### src/rtl/riscv_pkg.sv
// Shared pipeline types: register-address width, hazard FSM encoding and control-word presets.
// Every hazard_ctrl output pattern is one of the presets below.
package riscv_pkg;

  localparam int REG_AW = 5;
  typedef logic [REG_AW-1:0] reg_addr_t;

  typedef enum logic [1:0] {
    ST_RUN      = 2'd0,
    ST_MEM_WAIT = 2'd1,
    ST_TO_FLUSH = 2'd2,
    ST_RSVD     = 2'd3
  } hz_state_e;

  typedef struct packed {
    logic pc_write;
    logic if_id_write;
    logic if_id_flush;
    logic id_ex_bubble;
    logic mem_wb_bubble;
    logic ex_mem_hold;
    logic dmem_err;
  } hz_ctl_t;

  localparam hz_ctl_t CTL_RUN = '{pc_write: 1'b1, if_id_write: 1'b1, default: 1'b0};
  localparam hz_ctl_t CTL_MEM_STALL = '{mem_wb_bubble: 1'b1, ex_mem_hold: 1'b1, default: 1'b0};
  localparam hz_ctl_t CTL_BRANCH = '{pc_write: 1'b1, if_id_write: 1'b1, if_id_flush: 1'b1,
                                     id_ex_bubble: 1'b1, default: 1'b0};
  localparam hz_ctl_t CTL_LOAD_USE = '{id_ex_bubble: 1'b1, default: 1'b0};
  localparam hz_ctl_t CTL_FLUSH = '{if_id_flush: 1'b1, id_ex_bubble: 1'b1, mem_wb_bubble: 1'b1,
                                    dmem_err: 1'b1, default: 1'b0};
  // Reset empties the pipe: no fetch advance, every stage register bubbled.
  localparam hz_ctl_t CTL_RESET = '{if_id_flush: 1'b1, id_ex_bubble: 1'b1, mem_wb_bubble: 1'b1,
                                    default: 1'b0};

endpackage

### src/rtl/hazard_ctrl_if.sv
// Pipeline <-> hazard controller bundle; master is the pipeline, slave is hazard_ctrl.
// Purely wires: no latency, no flow control of its own.
interface hazard_ctrl_if #(
  parameter int CNT_W = 16
);
  import riscv_pkg::*;

  reg_addr_t        id_rs1;
  reg_addr_t        id_rs2;
  logic             id_use_rs1;
  logic             id_use_rs2;
  reg_addr_t        ex_rd;
  logic             ex_mem_read;
  logic             ex_branch_taken;
  logic             dmem_req;
  logic             dmem_ready;

  logic             pc_write;
  logic             if_id_write;
  logic             if_id_flush;
  logic             id_ex_bubble;
  logic             mem_wb_bubble;
  logic             ex_mem_hold;
  logic             dmem_err;
  logic [1:0]       state;
  logic [CNT_W-1:0] stall_cycles;

  modport master (
    output id_rs1, id_rs2, id_use_rs1, id_use_rs2, ex_rd, ex_mem_read,
           ex_branch_taken, dmem_req, dmem_ready,
    input  pc_write, if_id_write, if_id_flush, id_ex_bubble, mem_wb_bubble,
           ex_mem_hold, dmem_err, state, stall_cycles
  );

  modport slave (
    input  id_rs1, id_rs2, id_use_rs1, id_use_rs2, ex_rd, ex_mem_read,
           ex_branch_taken, dmem_req, dmem_ready,
    output pc_write, if_id_write, if_id_flush, id_ex_bubble, mem_wb_bubble,
           ex_mem_hold, dmem_err, state, stall_cycles
  );

endinterface

### src/rtl/load_use_detect.sv
// Flags an ID instruction reading the destination of a load still in EX.
// Combinational, zero latency; x0 never creates a dependency.
module load_use_detect
  import riscv_pkg::*;
(
  input  reg_addr_t id_rs1,
  input  reg_addr_t id_rs2,
  input  logic      id_use_rs1,
  input  logic      id_use_rs2,
  input  reg_addr_t ex_rd,
  input  logic      ex_mem_read,
  output logic      load_use
);

  assign load_use = ex_mem_read && (ex_rd != '0) &&
                    ((id_use_rs1 && (id_rs1 == ex_rd)) || (id_use_rs2 && (id_rs2 == ex_rd)));

endmodule

### src/rtl/hazard_ctrl.sv
// Pipeline hazard controller: load-use stall, branch flush, data-memory wait with timeout flush.
// Outputs combinational from state/inputs; a dmem stall lasts at most WAIT_LIMIT+1 cycles.
module hazard_ctrl
  import riscv_pkg::*;
#(
  parameter int WAIT_LIMIT = 15,
  parameter int CNT_W      = 16
) (
  input logic         clk,
  input logic         rst,
  hazard_ctrl_if.slave hz
);

  localparam int WCNT_W = (WAIT_LIMIT < 2) ? 1 : $clog2(WAIT_LIMIT + 1);
  localparam logic [WCNT_W-1:0] WAIT_LIMIT_C = WCNT_W'(WAIT_LIMIT);

  hz_state_e         state_q, state_d;
  logic [WCNT_W-1:0] wait_cnt_q, wait_cnt_d;
  logic [CNT_W-1:0]  stall_cycles_q, stall_cycles_d;
  logic              load_use;
  hz_ctl_t           ctl;

  load_use_detect u_load_use_detect (
    .id_rs1      (hz.id_rs1),
    .id_rs2      (hz.id_rs2),
    .id_use_rs1  (hz.id_use_rs1),
    .id_use_rs2  (hz.id_use_rs2),
    .ex_rd       (hz.ex_rd),
    .ex_mem_read (hz.ex_mem_read),
    .load_use    (load_use)
  );

  always_comb begin
    state_d    = state_q;
    wait_cnt_d = wait_cnt_q;
    ctl        = CTL_RUN;
    case (state_q)
      ST_RUN: begin
        if (hz.dmem_req && !hz.dmem_ready) begin
          ctl        = CTL_MEM_STALL;
          state_d    = ST_MEM_WAIT;
          wait_cnt_d = WCNT_W'(1);
        end else if (hz.ex_branch_taken) begin
          // A taken branch also squashes any load-use victim sitting in ID.
          ctl = CTL_BRANCH;
        end else if (load_use) begin
          ctl = CTL_LOAD_USE;
        end
      end
      ST_MEM_WAIT: begin
        if (hz.dmem_ready) begin
          state_d    = ST_RUN;
          wait_cnt_d = '0;
        end else if (wait_cnt_q == WAIT_LIMIT_C) begin
          ctl        = CTL_MEM_STALL;
          state_d    = ST_TO_FLUSH;
          wait_cnt_d = '0;
        end else begin
          ctl        = CTL_MEM_STALL;
          wait_cnt_d = wait_cnt_q + WCNT_W'(1);
        end
      end
      ST_TO_FLUSH: begin
        ctl     = CTL_FLUSH;
        state_d = ST_RUN;
      end
      default: begin
        state_d    = ST_RUN;
        wait_cnt_d = '0;
      end
    endcase

    if (rst) ctl = CTL_RESET;

    stall_cycles_d = stall_cycles_q;
    if (!ctl.pc_write && (stall_cycles_q != '1)) stall_cycles_d = stall_cycles_q + CNT_W'(1);
  end

  always_ff @(posedge clk or posedge rst) begin
    if (rst) begin
      state_q        <= ST_RUN;
      wait_cnt_q     <= '0;
      stall_cycles_q <= '0;
    end else begin
      state_q        <= state_d;
      wait_cnt_q     <= wait_cnt_d;
      stall_cycles_q <= stall_cycles_d;
    end
  end

  assign hz.pc_write      = ctl.pc_write;
  assign hz.if_id_write   = ctl.if_id_write;
  assign hz.if_id_flush   = ctl.if_id_flush;
  assign hz.id_ex_bubble  = ctl.id_ex_bubble;
  assign hz.mem_wb_bubble = ctl.mem_wb_bubble;
  assign hz.ex_mem_hold   = ctl.ex_mem_hold;
  assign hz.dmem_err      = ctl.dmem_err;
  assign hz.state         = state_q;
  assign hz.stall_cycles  = stall_cycles_q;

endmodule

### src/flat_wrapper.sv
// flat-port wrapper written by rule: the top's interface ports become plain ports
module hazard_ctrl_flat import riscv_pkg::*;
#(
  parameter int WAIT_LIMIT = 15,
  parameter int CNT_W      = 16
)
  (clk, rst, hz_id_rs1, hz_id_rs2, hz_id_use_rs1, hz_id_use_rs2, hz_ex_rd, hz_ex_mem_read, hz_ex_branch_taken, hz_dmem_req, hz_dmem_ready, hz_pc_write, hz_if_id_write, hz_if_id_flush, hz_id_ex_bubble, hz_mem_wb_bubble, hz_ex_mem_hold, hz_dmem_err, hz_state, hz_stall_cycles);
  hazard_ctrl_if #(.CNT_W(CNT_W)) hz_i ();
  input logic clk;
  input logic rst;
  input wire logic [$bits(hz_i.id_rs1)-1:0] hz_id_rs1;
  input wire logic [$bits(hz_i.id_rs2)-1:0] hz_id_rs2;
  input wire logic [$bits(hz_i.id_use_rs1)-1:0] hz_id_use_rs1;
  input wire logic [$bits(hz_i.id_use_rs2)-1:0] hz_id_use_rs2;
  input wire logic [$bits(hz_i.ex_rd)-1:0] hz_ex_rd;
  input wire logic [$bits(hz_i.ex_mem_read)-1:0] hz_ex_mem_read;
  input wire logic [$bits(hz_i.ex_branch_taken)-1:0] hz_ex_branch_taken;
  input wire logic [$bits(hz_i.dmem_req)-1:0] hz_dmem_req;
  input wire logic [$bits(hz_i.dmem_ready)-1:0] hz_dmem_ready;
  output wire logic [$bits(hz_i.pc_write)-1:0] hz_pc_write;
  output wire logic [$bits(hz_i.if_id_write)-1:0] hz_if_id_write;
  output wire logic [$bits(hz_i.if_id_flush)-1:0] hz_if_id_flush;
  output wire logic [$bits(hz_i.id_ex_bubble)-1:0] hz_id_ex_bubble;
  output wire logic [$bits(hz_i.mem_wb_bubble)-1:0] hz_mem_wb_bubble;
  output wire logic [$bits(hz_i.ex_mem_hold)-1:0] hz_ex_mem_hold;
  output wire logic [$bits(hz_i.dmem_err)-1:0] hz_dmem_err;
  output wire logic [$bits(hz_i.state)-1:0] hz_state;
  output wire logic [$bits(hz_i.stall_cycles)-1:0] hz_stall_cycles;
  assign hz_i.id_rs1 = hz_id_rs1;
  assign hz_i.id_rs2 = hz_id_rs2;
  assign hz_i.id_use_rs1 = hz_id_use_rs1;
  assign hz_i.id_use_rs2 = hz_id_use_rs2;
  assign hz_i.ex_rd = hz_ex_rd;
  assign hz_i.ex_mem_read = hz_ex_mem_read;
  assign hz_i.ex_branch_taken = hz_ex_branch_taken;
  assign hz_i.dmem_req = hz_dmem_req;
  assign hz_i.dmem_ready = hz_dmem_ready;
  assign hz_pc_write = hz_i.pc_write;
  assign hz_if_id_write = hz_i.if_id_write;
  assign hz_if_id_flush = hz_i.if_id_flush;
  assign hz_id_ex_bubble = hz_i.id_ex_bubble;
  assign hz_mem_wb_bubble = hz_i.mem_wb_bubble;
  assign hz_ex_mem_hold = hz_i.ex_mem_hold;
  assign hz_dmem_err = hz_i.dmem_err;
  assign hz_state = hz_i.state;
  assign hz_stall_cycles = hz_i.stall_cycles;
  hazard_ctrl #(.WAIT_LIMIT(WAIT_LIMIT), .CNT_W(CNT_W)) u_core (.clk(clk), .rst(rst), .hz(hz_i));
endmodule
### config.mk
export PLATFORM = sky130hd
export DESIGN_NAME = hazard_ctrl_flat
export DESIGN_NICKNAME = d
export VERILOG_FILES = /design/src/rtl/riscv_pkg.sv /design/src/rtl/hazard_ctrl_if.sv /design/src/rtl/load_use_detect.sv /design/src/rtl/hazard_ctrl.sv /design/src/flat_wrapper.sv
export SDC_FILE = /design/constraint.sdc
export NUM_CORES = 1
export LEC_CHECK = 0
export ABC_AREA = 0
export CAP_MARGIN = 10
export CORE_ASPECT_RATIO = 1.25
export CORE_UTILIZATION = 47
export CTS_CLUSTER_DIAMETER = 80
export DETAILED_ROUTE_END_ITERATION = 12
export PLACE_DENSITY_LB_ADDON = 0.25
export SYNTH_ARGS = -nofsm -noshare
export SYNTH_HDL_FRONTEND = slang
export SYNTH_SLANG_ARGS = --single-unit
### constraint.sdc
create_clock -name clk -period 2.8 [get_ports clk]
set_clock_uncertainty 0.05 [all_clocks]
set_input_delay 0.56 -clock clk [delete_from_list [all_inputs] [get_ports clk]]
set_output_delay 0.56 -clock clk [all_outputs]
set_load 0.005 [all_outputs]
# Yosys cells after proc, flatten, opt, wreduce, memory -nomap -nowiden
# Cells that the tools add are included.
# classes
n_addsub,2
multipliers,0
div,0
n_lt_le_gt_ge,0
eq_ne,8
shift,0
mux,14
bitwise_logic,1
n_reduce_logical,13
# op_table
op,count
7-bit two-way mux,5
7-bit one-hot mux with 3 select lines,1
"16-bit by 1-bit adder with 16-bit output, second input constant",1
"16-bit inequality test, second input constant",1
4-bit two-way mux,3
4-bit one-hot mux with 3 select lines,1
5-bit == test,2
1-bit logical AND,6
2-bit two-way mux,3
5-bit nonzero test,1
"4-bit by 1-bit adder with 4-bit output, second input constant",1
"4-bit == test, second input constant",1
2-bit one-hot mux with 2 select lines,1
2-bit AND reduction,2
"3-bit by 2-bit inequality test with 1-bit output, second input constant",1
"2-bit by 1-bit == test with 1-bit output, second input constant",1
"2-bit == test, second input constant",1
1-bit zero test,2
2-bit zero test,1
"2-bit by 1-bit inequality test with 1-bit output, second input constant",1
1-bit logical OR,1
1-bit inverter,1
# totals
register_bits,22
latch_bits,0
ramBits,0
romBits,0
inputBits,23
output_inout_bits,25
word_cells,41
memories,0

# Logic depth before layout (Yosys ltp)
# Gate-level depths: netlist of run 1.
# depth
ltp_word,11
mapped_depth,8
ltp_nobuf,7

# Hierarchy
# From an unflattened synthesis of run 1, not the netlist that was laid out.
# unflattened
cells_unflattened,139
hier_area_um2,1335.0
# by_module_without_submodules
module,instances,cells_each,area_per_inst_um2,seq_area_each_um2
hazard_ctrl,1,122,1201.2,550.5
load_use_detect,1,17,133.9,0.0

# Worst setup path after synthesis of run 1
# Ideal clock, no wire load.
# synth_path
path_kind,input port to output port
from,input port hz_ex_rd[0]
to,output port hz_pc_write
arrival_ps,1657
t_required_ps,2190
slack_ps,533
stages,5
path_buffers,1
cell_sequence,or4_1 o21ai_0 nor2_1 a21oi_1 buf_4
# synth_via
elab_chain_len,9
elab_cells_between_ends,13
cone_classes,eq/ne: 2; mux: 5; reduce/logical: 6
# synth_rtl
element,line,text
start: declaration,flat_wrapper.sv:15,input wire logic [$bits(hz_i.ex_rd)-1:0] hz_ex_rd;
5-bit == test,load_use_detect.sv:16,((id_use_rs1 && (id_rs1 == ex_rd)) || (id_use_rs2 && (id_rs2 == ex_rd)));
1-bit logical AND,load_use_detect.sv:16,
1-bit logical OR,load_use_detect.sv:16,
1-bit logical AND (*),load_use_detect.sv:15,assign load_use = ex_mem_read && (ex_rd != '0) &&
7-bit two-way mux (*),hazard_ctrl.sv:46,end else if (load_use) begin
7-bit two-way mux (*),hazard_ctrl.sv:43,end else if (hz.ex_branch_taken) begin
7-bit two-way mux (*),hazard_ctrl.sv:39,if (hz.dmem_req && !hz.dmem_ready) begin
7-bit one-hot mux with 3 select lines (*),hazard_ctrl.sv:37,case (state_q)
7-bit two-way mux (*),hazard_ctrl.sv:73,if (rst) ctl = CTL_RESET;
end: declaration,flat_wrapper.sv:20,output wire logic [$bits(hz_i.pc_write)-1:0] hz_pc_write;
# Mark *: on every way between the ends. The rest lies on a longest branch, timed or not.

# Worst setup path in the final report of run 1
# layout_path
from,input port hz_id_rs2[0]
to,output port hz_if_id_write
# layout_via
elab_chain_len,9
# layout_rtl
element,line,text
start: declaration,flat_wrapper.sv:12,input wire logic [$bits(hz_i.id_rs2)-1:0] hz_id_rs2;
5-bit == test,load_use_detect.sv:16,
1-bit logical AND,load_use_detect.sv:16,
1-bit logical OR,load_use_detect.sv:16,
1-bit logical AND,load_use_detect.sv:15,
7-bit two-way mux,hazard_ctrl.sv:46,
7-bit two-way mux,hazard_ctrl.sv:43,
7-bit two-way mux,hazard_ctrl.sv:39,
7-bit one-hot mux with 3 select lines,hazard_ctrl.sv:37,
7-bit two-way mux,hazard_ctrl.sv:73,
end: declaration,flat_wrapper.sv:21,output wire logic [$bits(hz_i.if_id_write)-1:0] hz_if_id_write;
# No other way between the ends.

==> metrics.cfg, run 1 <==
[die]
start_util = 0.505
die_height_um = 60.0
rows = 20
fp.coreArea_um2 = 2500
pin_count = 48
dieArea_um2 = 2900
fp.dieW_um = 48.4

[outcome]
status = finished, final reports clean

[hold_path]
min_from = u_core.hz.stall_cycles[0]
min_to = u_core.hz.stall_cycles[0]
hp-class = reg -> reg
whs_path_depth = 1

[clock_network]
cts_buffers = 3
worstSkewPairLatency_ns = 0.30
clk_transition_reported_paths_ns = 0.11
root_buffer = clkbuf_4
htree_levels = 1
clock-sinks = 22
clockBufferDepth = 2
cts_tree = done

[sta]
fin_tns_setup_ns = 0
grt_setup_unrepaired = no
hold_slack_ns = 0.474
setup_viol = 0
hold_viol = 0
fmax_mhz = 368
drv_slew = 0
layout_min_cycle_time_ns = 2.72
tightest_slew_ns = 0.281
finalWorstSetupSlack_ns = 0.0798
min_period_over_period = 0.971
slew_headroom = 0.812

[drt]
routedWlPerCell_um = 15.0
routed-wl-met2_mm = 1.65
wirelength_mm = 3.24
drtIter0Drc = 38
firstDrtPassIters = 4
wl_met1_mm = 1.37
drc = 0
ant_nets = 0
highest_layer = met4
wl_met3_um = 181
routed_via_density = 5.55
vias = 1198

[synth]
synthCells = 126
ys_ff_latch = 22
ys_warn_count = 0
synth_area_leaders = dfrtp_1 44%, xnor2_1 12%, xor2_1 6.2%
yosys.area.top_type = dfrtp_1
synth_area_um2 = 1260
synth.avg_cell_area_um2 = 10.0
synth_cell_types = 33
ys_seq_area_frac = 0.436
yosysTopAreaCellShare = 0.436
synth_fp_nets = 151

[power]
p_leak_nw = 0.831
p_total_uw = 908
powerDensity_nw_per_um2 = 486
vdd_drop_max_mv = 0.450

[grt]
track_usage = 0.241
grt_pass1_wl_mm = 5.31
grt_max_degree = 23
grt_overflow = 0
antenna_found_initial = 0
grt_pass1_vias = 1205

[critical_path]
required_ns = 2.19
critPathCaptureType = output pin
reg2regPathDepth = 7
crit_chain = clkdlybuf4s50_1 -> xor2_1 -> nor4_1 -> a32oi_1 -> nor2_1 -> buf_4 -> buf_4 -> a21oi_2 -> clkbuf_2
r2r-end = u_core.hz.stall_cycles[1]
cpMaxStageDelayCell = clkdlybuf4s50_1
reg2reg_slack_ns = 0.79
path_max_fanout = 2
crit_path_start_kind = primary input
path_common_cell = buf_4
worstPathArrival_ns = 2.11
path_class = in -> out
cpPeakStageDelay_ns = 0.48
worstReg2RegStart = u_core.hz.stall_cycles[0]

[placed_design]
dp_hpwl_mm = 2.45
place_ws_ns = -0.365
gp_congestion = 0.784
dpl_cell_area_um2 = 1830
port_buffers = 47

[finish]
n_fill_cell = 188
antenna_cells = 0
nets = 210
drive_gt1_frac = 0.169
syn2layout_area_growth_pct = 47.9
final_area_um2 = 1870

[run]
drv_cap = 0

-- metal layers --
layer | GRT usage | vias to the layer above
met2 | 0.467 | 50
met4 | 0.113 | 0
met3 | 0.0280 | 4
li1 | - | 564
met1 | 0.265 | 580
met5 | 0 | -
-- worst max path at each step --
stage | from | endpoint | slack [ns] | cells after the start
6_report | hz_id_rs2[0] | hz_if_id_write | 0.08 | 9
5_1_grt | hz_id_rs2[0] | hz_if_id_write | 0.02 | 9
4_1_cts | hz_ex_rd[0] | hz_if_id_write | -0.12 | 10
3_5_place_dp | hz_ex_rd[2] | hz_if_id_write | -0.36 | 6
3_3_place_gp | hz_ex_rd[2] | hz_pc_write | -0.35 | 6
2_1_floorplan | hz_ex_rd[0] | hz_pc_write | 0.53 | 5
-- power breakdown --
group          leakage (nW)  switching [mW]  internal [mW]
logic                 0.527           0.120          0.203
clock network        0.0138          0.0861         0.0501
registers             0.290          0.0758          0.373
total                 0.831           0.282          0.626
-- stage by stage --
stage | instances | utilization
4_1_cts | 216 | 0.741
2_1_floorplan | 126 | -
3_5_place_dp | 211 | 0.730
6_report | 216 | 0.747
3_3_place_gp | 211 | 0.730
5_1_grt | 216 | 0.747
-- placed cells by master (no fill, tap or decap), types with 2 or more instances in the layout --
master | synthesis | routed
nand4_1 | 9 | 9
a21oi_1 | 5 | 4
and3_2 | 4 | 4
dfrtp_1 | 22 | 22
inv_1 | 2 | 2
nor4_1 | 2 | 2
nand3_1 | 7 | 7
xor2_1 | 9 | 9
buf_4 | 1 | 9
clkbuf_4 | 0 | 3
and3_1 | 5 | 5
nor2_1 | 7 | 7
xnor2_1 | 17 | 17
or4_4 | 1 | 2
clkbuf_2 | 0 | 2
nand2_1 | 11 | 11
dlygate4sd2_1 | 0 | 6
o21ai_0 | 4 | 3
clkdlybuf4s50_1 | 0 | 34
o22ai_1 | 2 | 2
dlymetal6s2s_1 | 0 | 5
ha_1 | 2 | 2
-- what timing repair did --
| action | CTS | global route |
|---|---|---|
| resized for setup | 9 | 12 |
| pin swaps | 7 | 5 |
| endpoints found under the setup margin | 4 | 3 |
| buffers inserted | 2 | 0 |
| hold buffers | 0 | 0 |
-- Yosys cell counts (all sizes together) --
cell	number
dfrtp	22
ha	2
buf	2
a32oi	1
o32ai	1
xor2	9
o21ai	5
o21ba	1
a21oi	5
inv	2
clkbuf	1
and2	2
nand2b	1
xnor2	17
nand2	11
nand3b	1
or2	1
nand3	8
nand4	9
and3	9
mux2	1
nor2	7
a221o	1
or4	2
a31o	1
o22ai	2
nor4	2
-- sequential cells by signal, summed over array words and instances, names as in the netlist --
signal,count
u_core.hz.stall_cycles,16
u_core.hz.state,2
u_core.wait_cnt_q,4
-- critical path: cells and delay by family --
family                 cells  cell delay, ns
buffers and inverters      4            0.88
AO/OA/AOI/OAI              2            0.32
XOR/XNOR                   1            0.17
AND/OR/NAND/NOR            2            0.18
-- cells by family after synthesis --
| logic type | after synthesis | synth area share |
|---|---|---|
| adders and majority gates | 2 | 0.0198 |
| and+or+nand+nor | 53 | 0.236 |
| muxes | 1 | 0.00891 |
| AOI/OAI and AO/OA | 17 | 0.0960 |
| xor gates and xnor gates | 26 | 0.180 |
| DFF | 22 | 0.436 |
| buffers and inverters | 5 | 0.0238 |
-- cell type report --
cell class              instances  area (um^2)  share of cell area
clock buffers                   3         22.5              0.0120
inverters                       2         7.51             0.00402
multi-input cells              99          694               0.371
flip-flops and latches         22          551               0.295
well taps                      33         41.3              0.0221
repair buffers                 57          553               0.296
Power figures use the tool's default switching activity.
==> run 2: changes to the inputs <==
Settings changed: CORE_UTILIZATION 47 to 43, SKIP_LAST_GASP from default to 1.
Clock period 2.8 ns to 3.1 ns, I/O delays scaled along.
==> run 2 against run 1 <==
Against the previous run: routed wire length grew 2.0%; critical path depth grew 5; clock-buffer cell count grew 1; power shrank 5.4%; critical path type is now in -> reg; critical endpoint is now u_core.hz.stall_cycles[1].
==> metrics.cfg, run 2 (synthesis gave the netlist of run 1 again) <==
[outcome]
status = finished, final reports clean  ; unchanged

[finish]
final_common_cell = clkdlybuf4s50_1  ; unchanged
antenna_cells = 0  ; unchanged
drive_gt1_frac = 0.193  ; was 0.169
final_area_um2 = 1930  ; was 1870 um^2
fin_cells = 221  ; was 216
syn2layout_area_growth_pct = 52.4  ; was 47.9%
final_core_util = 0.705  ; was 0.747
n_fill_cell = 208  ; was 188
largest_reg_flops = 16  ; unchanged
final_cell_mix = 39 x clkdlybuf4s50_1, 22 x dfrtp_1, 17 x xnor2_1, 12 x buf_4, 11 x nand2_1  ; was 34 x clkdlybuf4s50_1, 22 x dfrtp_1, 17 x xnor2_1, 11 x nand2_1
nets = 213  ; was 210

[clock_network]
postCtsHoldBufs = 0  ; unchanged
cts_tree = done  ; unchanged
root_buffer = clkbuf_4  ; unchanged
cts_buffers = 3  ; unchanged
clockBufferDepth = 2  ; unchanged
htree_levels = 1  ; unchanged
worstSkewPairLatency_ns = 0.31  ; was 0.30 ns
clock-sinks = 22  ; unchanged
clk_transition_reported_paths_ns = 0.12  ; was 0.11 ns

[die]
dieArea_um2 = 3160  ; was 2900 um^2
pin_count = 48  ; unchanged
die_height_um = 62.6  ; was 60.0 um
fp.dieW_um = 50.5  ; was 48.4 um
fp.coreArea_um2 = 2730  ; was 2500 um^2
rows = 21  ; was 20
start_util = 0.462  ; was 0.505

[critical_path]
worstPathArrival_ns = 3.23  ; was 2.11 ns
crit_path_start_kind = primary input  ; unchanged
reg2reg_slack_ns = 0.96  ; was 0.79 ns
path_max_fanout = 16  ; was 2
critPathCaptureType = register  ; was output pin
crit_chain = clkdlybuf4s50_1 -> xor2_1 -> nor4_2 -> a32oi_1 -> buf_4 -> buf_4 -> buf_4 -> buf_4 -> buf_4 -> buf_4 -> buf_4 -> o21ai_4 -> buf_12 -> mux2_2  ; was clkdlybuf4s50_1 -> xor2_1 -> nor4_1 -> a32oi_1 -> nor2_1 -> buf_4 -> buf_4 -> a21oi_2 -> clkbuf_2
path_common_cell = buf_4  ; unchanged
cpPeakStageDelay_ns = 0.41  ; was 0.48 ns
path_class = in -> reg  ; was in -> out
worstReg2RegStart = u_core.hz.state[0]  ; was u_core.hz.stall_cycles[0]
r2r-end = u_core.hz.stall_cycles[1]  ; unchanged
reg2regPathDepth = 7  ; unchanged
cpMaxStageDelayCell = clkdlybuf4s50_1  ; unchanged
required_ns = 3.26  ; was 2.19 ns

[sta]
fmax_mhz = 326
drv_slew = 0  ; unchanged
layout_min_cycle_time_ns = 3.07
tightest_slew_ns = 0.362  ; was 0.281 ns
hold_viol = 0  ; unchanged
fin_tns_setup_ns = 0  ; unchanged
finalWorstSetupSlack_ns = 0.0316  ; was 0.0798 ns
min_period_over_period = 0.990
slew_headroom = 0.759  ; was 0.812
hold_slack_ns = 0.476  ; was 0.474 ns
setup_viol = 0  ; unchanged
grt_setup_unrepaired = yes  ; was no

[hold_path]
min_to = u_core.hz.stall_cycles[14]  ; was u_core.hz.stall_cycles[0]
min_from = u_core.hz.stall_cycles[14]  ; was u_core.hz.stall_cycles[0]
whs_path_depth = 1  ; unchanged
hp-class = reg -> reg  ; unchanged

[run]
drv_cap = 0  ; unchanged

[drt]
drtIter0Drc = 43  ; was 38
routed_via_density = 5.33  ; was 5.55
routedWlPerCell_um = 14.9  ; was 15.0 um
wirelength_mm = 3.30  ; was 3.24 mm
firstDrtPassIters = 4  ; unchanged
vias = 1177  ; was 1198
drc = 0  ; unchanged
ant_nets = 0  ; unchanged

[grt]
track_usage = 0.227  ; was 0.241
grt_pass1_wl_mm = 5.60  ; was 5.31 mm
antenna_found_initial = 0  ; unchanged
grt_overflow = 0  ; unchanged
grt_max_degree = 23  ; unchanged
grt_pass1_vias = 1229  ; was 1205

[power]
p_leak_nw = 0.820  ; was 0.831 nW
p_total_uw = 859  ; was 908 uW
vdd_drop_max_mv = 0.473  ; was 0.450 mV
powerDensity_nw_per_um2 = 446  ; was 486 nW/um^2

[placed_design]
dp_hpwl_mm = 2.33  ; was 2.45 mm
gp_congestion = 0.828  ; was 0.784
place_ws_ns = -0.253  ; was -0.365 ns
place_inst = 209  ; was 211
port_buffers = 47  ; unchanged
dpl_cell_area_um2 = 1790  ; was 1830 um^2

==> run 2: cell count changes in the layout (fill, tap and decap cells not counted) <==
cell,previous run,this run
clkdlybuf4s50_1,34,39
clkbuf_2,2,0
buf_4,9,12
nor4_2,0,2
clkbuf_8,0,1
nor4_1,2,0
dlygate4sd2_1,6,7
dlymetal6s2s_1,5,1
xor2_1,9,8
xor2_2,0,1
==> run 2: what timing repair did <==
item                                   in CTS  in global routing
setup endpoints to repair                   3                 17
endpoints found under the hold margin       0                  0
resized for setup                          13                  2
pin swaps                                   5                  3
setup buffers                               7                  1
==> run 2: area by class of cell <==
cell class,instances,area (um^2),area share
Timing Repair Buffer,60,574,0.298
Sequential cell,22,551,0.286
Tap cell,34,42.5,0.0221
Inverter,2,7.51,0.00390
Clock buffer,4,36.3,0.0188
Multi-Input combinational cell,99,714,0.371
==> run 2: worst max path at each step <==
stage	from	end	slack [ns]	cells after the start
after floorplan	hz_ex_rd[0]	hz_pc_write	0.71	5
after global placement	hz_ex_rd[0]	hz_pc_write	-0.20	6
after detailed placement	hz_ex_rd[0]	hz_if_id_write	-0.25	6
after CTS	hz_id_rs1[1]	hz_if_id_write	-0.04	8
after global routing	hz_id_rs1[3]	u_core.hz.stall_cycles[4]	-0.03	15
final	hz_id_rs1[3]	u_core.hz.stall_cycles[1]	0.03	14
==> run 2: power breakdown <==
part	switching (mW)	internal [mW]	total (mW)	leakage (nW)
combinational	0.109	0.187	0.296	0.509
sequential	0.0685	0.337	0.406	0.290
clock	0.0854	0.0717	0.157	0.0210
==> run 2: per-layer routing <==
metal	share of wire	wire, um	up-vias	GRT usage
met5	0	0	-	0
met4	0.0088	29	0	0.0799
met3	0.052	173	4	0.0365
met2	0.54	1770	35	0.413
met1	0.40	1330	564	0.261
li1	-	-	574	-
==> run 2: worst max-delay path, delay by kind of cell <==
kind                      cells  cell delay (ns)
xor gates and xnor gates      1             0.16
and+or+nand+nor               1             0.34
buffers and inverters         9             1.46
AOI/OAI and AO/OA             2             0.31
muxes                         1             0.33
